[src/rtl/bcd_display_scanner.sv]
// Time-multiplexes a double-buffered multi-digit BCD value onto one shared
// seven-segment decoder, with anti-ghosting gaps, leading-zero blanking and invalid-digit flagging.
module bcd_display_scanner #(
    parameter int NUM_DIGITS  = 4,
    parameter int SLOT_CYCLES = 50000,
    parameter int GAP_CYCLES  = 2
) (
    input  logic                    clk,
    input  logic                    rst_n,
    input  logic                    load,
    input  logic [4*NUM_DIGITS-1:0] digits_in,
    input  logic                    lzb_en,
    output logic [3:0]              bcd_out,
    output logic [NUM_DIGITS-1:0]   an_n,
    output logic                    bad_digit,
    output logic                    frame_start
);

    localparam int CW = (SLOT_CYCLES > 1) ? $clog2(SLOT_CYCLES) : 1;
    localparam int IW = $clog2(NUM_DIGITS);

    localparam logic [CW-1:0] GAP_LAST  = CW'(GAP_CYCLES - 1);
    localparam logic [CW-1:0] SLOT_LAST = CW'(SLOT_CYCLES - 1);
    localparam logic [IW-1:0] IDX_LAST  = IW'(NUM_DIGITS - 1);

    typedef enum logic {
        ST_GAP = 1'b0,
        ST_ON  = 1'b1
    } state_t;

    state_t                  r_state;
    state_t                  w_state_nxt;
    logic [CW-1:0]           r_cnt;
    logic [CW-1:0]           w_cnt_nxt;
    logic [IW-1:0]           r_idx;
    logic [IW-1:0]           w_idx_nxt;
    logic                    w_slot_end;
    logic                    w_frame_end;
    logic                    w_slot_start;

    logic [4*NUM_DIGITS-1:0] r_shadow;
    logic [4*NUM_DIGITS-1:0] r_active;
    logic                    r_pending;

    logic [3:0]              w_cur_digit;
    logic                    w_upper_zero;
    logic                    w_suppress;

    logic [3:0]              r_bcd;
    logic [NUM_DIGITS-1:0]   r_an_n;
    logic                    r_bad;
    logic                    r_fs;
    logic                    r_sup;

    // State register and slot/index counters
    always_ff @(posedge clk or negedge rst_n) begin
        if (!rst_n) begin
            r_state <= ST_GAP;
            r_cnt   <= '0;
            r_idx   <= '0;
        end else begin
            r_state <= w_state_nxt;
            r_cnt   <= w_cnt_nxt;
            r_idx   <= w_idx_nxt;
        end
    end

    always_comb begin
        w_state_nxt = r_state;
        w_cnt_nxt   = r_cnt + 1'b1;
        w_idx_nxt   = r_idx;
        w_slot_end  = 1'b0;
        case (r_state)
            ST_GAP: begin
                if (r_cnt == GAP_LAST) begin
                    w_state_nxt = ST_ON;
                end
            end
            ST_ON: begin
                if (r_cnt == SLOT_LAST) begin
                    w_state_nxt = ST_GAP;
                    w_cnt_nxt   = '0;
                    w_slot_end  = 1'b1;
                    w_idx_nxt   = (r_idx == IDX_LAST) ? '0 : r_idx + 1'b1;
                end
            end
            default: begin
                w_state_nxt = ST_GAP;
                w_cnt_nxt   = '0;
            end
        endcase
    end

    assign w_frame_end  = w_slot_end && (r_idx == IDX_LAST);
    assign w_slot_start = (r_state == ST_GAP) && (r_cnt == '0);

    // A load on the boundary cycle itself beats the older shadow contents
    always_ff @(posedge clk or negedge rst_n) begin
        if (!rst_n) begin
            r_shadow  <= '0;
            r_active  <= '0;
            r_pending <= 1'b0;
        end else begin
            if (load) begin
                r_shadow <= digits_in;
            end
            if (w_frame_end) begin
                if (load) begin
                    r_active <= digits_in;
                end else if (r_pending) begin
                    r_active <= r_shadow;
                end
                r_pending <= 1'b0;
            end else if (load) begin
                r_pending <= 1'b1;
            end
        end
    end

    assign w_cur_digit = r_active[{r_idx, 2'b00} +: 4];

    always_comb begin
        w_upper_zero = 1'b1;
        for (int j = 0; j < NUM_DIGITS; j++) begin
            if ((j >= int'(r_idx)) && (r_active[4*j +: 4] != 4'd0)) begin
                w_upper_zero = 1'b0;
            end
        end
    end

    assign w_suppress = (lzb_en && (r_idx != '0) && w_upper_zero) || (w_cur_digit > 4'd9);

    // Outputs are decoded from the counter state one cycle earlier, so every
    // output is a plain register and the whole slot pattern is shifted by one cycle.
    always_ff @(posedge clk or negedge rst_n) begin
        if (!rst_n) begin
            r_bcd  <= '0;
            r_bad  <= 1'b0;
            r_sup  <= 1'b0;
            r_fs   <= 1'b0;
            r_an_n <= '1;
        end else begin
            if (w_slot_start) begin
                r_bcd <= w_cur_digit;
                r_bad <= (w_cur_digit > 4'd9);
                r_sup <= w_suppress;
            end
            r_fs   <= w_slot_start && (r_idx == '0);
            r_an_n <= ((r_state == ST_ON) && !r_sup) ? ~(NUM_DIGITS'(1) << r_idx) : '1;
        end
    end

    assign bcd_out     = r_bcd;
    assign an_n        = r_an_n;
    assign bad_digit   = r_bad;
    assign frame_start = r_fs;

endmodule

[config.mk]
export PLATFORM = sky130hd
export DESIGN_NAME = bcd_display_scanner
export DESIGN_NICKNAME = d
export VERILOG_FILES = /design/src/rtl/bcd_display_scanner.sv
export SDC_FILE = /design/constraint.sdc
export NUM_CORES = 1
export LEC_CHECK = 0
export ABC_AREA = 1
export CORE_AREA = 4 4 78 80
export DETAILED_ROUTE_END_ITERATION = 10
export DIE_AREA = 0 0 82 84
export PLACE_DENSITY = 0.81
export SYNTH_ARGS = -nofsm -noshare
export SYNTH_HDL_FRONTEND = slang
export SYNTH_SLANG_ARGS = --single-unit
[constraint.sdc]
create_clock -name clk -period 4.7 [get_ports clk]
set_input_delay 0.705 -clock clk [delete_from_list [all_inputs] [get_ports clk]]
set_output_delay 0.705 -clock clk [all_outputs]
set_load 0.05 [all_outputs]
==> impl_metrics.tcl <==
set metrics [dict create \
    cp_num_cells 1 \
    fp-row-count 27 \
    slew_viol_final 0 \
    cp-end-kind "output port" \
    seq_area_frac_synth 0.498 \
    power.switching_uw 250 \
    worst-path-buf-inv 1 \
    power_mw 1.13 \
    grt_pass1_vias 2637 \
    diodes 0 \
    switching_share 0.222 \
    synth_nets 419 \
    ant_nets 0 \
    grt_usage 0.215 \
    hpwl_um 4560 \
    synth_cell_type_count 31 \
    crit_path_max_fanout 1 \
    tightest_slew_ps 757 \
    status "finished, final reports clean" \
    skew_ps 12.4 \
    clk_pin_slew_ps 70 \
    holdBufCountCts 0 \
    layout-drive-gt1-share 0.0681 \
    die_area_sq_um 6890 \
    insertion_delay_ps 350 \
    pin_count 30 \
    clk_root_buffer_cell "clkbuf_8" \
    rr_startpoint "r_idx[0]$_DFFE_PN0P_" \
    rsz0062_at_grt "false" \
    critPathMaxStageDelay_ps 790 \
    grt_pass1_wl_um 11400 \
    async_flop_share 1.00 \
    max_freq_ghz 0.426 \
    finalHoldViolCount 0 \
    die_y_um 84 \
    max_cap_violations 0 \
    syn_area_sq_um 3180 \
    cts_tree "yes" \
    power_frac_clock 0.464 \
    setup_viol 0 \
    synth.avg_cell_area_sq_um 8.12 \
    min_path_type "flip-flop to flip-flop" \
    vdd_ir_drop_max_v 0.000174 \
    drc 0 \
    vias 2585 \
    post_cts_buffers 0 \
    place.gp.congestion 0.866 \
    holdPathStages 2 \
    use_met2 0.336 \
    use_met3 0.0421 \
    period_needed_ps 2350 \
    n_fill_cell 445 \
    overflow 0 \
    cp_data_required_time_ps 3990 \
    power_density_nw_per_um2 306 \
    reg2regPathDepth 4 \
    port_buffers 29 \
    crit_type "flip-flop to output port" \
    internal_power_uw 876 \
    syn_to_final_growth_pct 15.8 \
    critPathTopFamily "buffers and inverters" \
    totalWireLength_um 6340 \
    max_slew_margin 0.495 \
    first_iter_violations 174 \
    crit_start "an_n[2]$_DFF_PN1_" \
    clock_sinks 63 \
    grt_antenna_before_repair 0 \
    power_leakage_nw 1.91 \
    synthFlopType "dfrtp_1" \
    cp_slowest_cell "clkdlybuf4s50_1" \
    ctsResizeCount 0 \
    synth_edf_count 0 \
    yosys_warnings 0 \
    ys_ff_latch 63 \
    cts_inserted_buffers 9 \
    grt_use_met1 0.272 \
    combinationalPowerShare 0.041 \
    via_per_inst 5.19 \
    sequentialPowerShare 0.495 \
    htree_levels 3 \
    grt.busiest_layer "met2" \
    wl_per_cell_um 12.7 \
    grt_max_degree 64 \
    period_share 0.499 \
    start_kind "flip-flop" \
    die_w_um 82 \
    syn_inst 391 \
    initial_utilization 0.588 \
    core-area_sq_um 5410 \
    path_cells "clkdlybuf4s50_1" \
    clockBufferDepth 2 \
    hp-start "r_shadow[0]$_DFFE_PN0P_" \
    cp.arrival_ps 1640 \
    first_pass_iters 5 \
    tns_ps 0 \
    num-nets-final 449 \
]
==> layout make-up <==
cell class / count / area, sq um / share of cell area
Clock buffer: 10 / 128 / 0.0347
Clock inverter: 6 / 93.8 / 0.0255
Inverter: 39 / 146 / 0.0398
Multi-Input combinational cell: 278 / 1350 / 0.366
Sequential cell: 63 / 1580 / 0.430
Tap cell: 72 / 90.1 / 0.0245
Timing Repair Buffer: 30 / 293 / 0.0796
==> registers in the layout (all words and copies together), names as in the netlist <==
signal	cells
r_active	16
r_cnt	16
r_pending	1
r_state	1
r_shadow	16
an_n	4
r_sup	1
frame_start	1
r_idx	2
bcd_out	4
bad_digit	1
==> synth_stat cells (2+ instances only) <==
master / instances / area (sq um)
and2_1: 2 / 12.5
buf_2: 2 / 10.0
buf_6: 5 / 56.3
clkbuf_1: 2 / 7.51
clkbuf_8: 2 / 27.5
dfrtp_1: 59 / 1480
dfstp_2: 4 / 105
ha_1: 8 / 100
inv_1: 38 / 143
nand2_1: 149 / 559
nand3_1: 23 / 115
nand3_2: 2 / 20.0
nand4_1: 19 / 119
nor2_1: 37 / 139
nor3_1: 4 / 20.0
o21ai_0: 13 / 65.1
xnor2_1: 4 / 35.0
xor2_1: 5 / 43.8
==> path summary, 6_finish.rpt <==
kind                                             to  slack, ps
min reg2reg                 r_shadow[0]$_DFFE_PN0P_        480
min                         r_shadow[0]$_DFFE_PN0P_        480
min in group asynchronous       r_cnt[10]$_DFF_PN0_        500
max reg2reg                r_active[15]$_DFFE_PN0P_       2730
max in group asynchronous     frame_start$_DFF_PN0_       3690
max                                         an_n[2]       2350
==> cell families (layout without fill, tap and decap cells) <==
group | Yosys count | in the layout | synth area share
AND/OR/NAND/NOR | 245 | 245 | 0.341
flip-flops | 63 | 63 | 0.498
buffers and inverters | 50 | 85 | 0.0780
AO/OA/AOI/OAI | 16 | 16 | 0.0264
XOR/XNOR | 9 | 9 | 0.0248
adder cells (fa/ha/maj) | 8 | 8 | 0.0315
==> layout by cell type (no fill, tap or decap), types with 8 or more instances in the layout <==
| cell type | count |
|---|---|
| dfrtp_1 | 59 |
| o21ai_0 | 13 |
| clkdlybuf4s50_1 | 28 |
| inv_1 | 38 |
| nand4_1 | 19 |
| nand3_1 | 23 |
| ha_1 | 8 |
| clkbuf_8 | 9 |
| nor2_1 | 37 |
| nand2_1 | 149 |
==> power by group through the flow <==
stage | combinational, mW | clock [mW] | sequential, mW
global route | 0.0533 | 0.554 | 0.558
detailed placement | 0.0470 | 0 | 0.568
CTS | 0.0472 | 0.528 | 0.558
global placement | 0.0461 | 0 | 0.567
finish | 0.0458 | 0.523 | 0.558
floorplan | 0.0167 | 0 | 0.567
==> through the flow <==
stage                     instances  cell area (sq um)  setup slack [ps]  hold slack, ps  utilization
after floorplan                 391               3180              3000             409            -
after global placement          482               3460              2270             458        0.640
after detailed placement        482               3460              2200             465        0.640
after CTS                       498               3680              2340             482        0.681
after global routing            498               3680              2310             497        0.681
final                           498               3680              2350             483        0.681
==> per-layer routing <==
layer	routed length [um]	vias to the layer above
met2	2990	78
met1	2870	1196
met3	300	16
li1	-	1295
met4	181	0
met5	0	-
(Power assumes the default switching activity.)
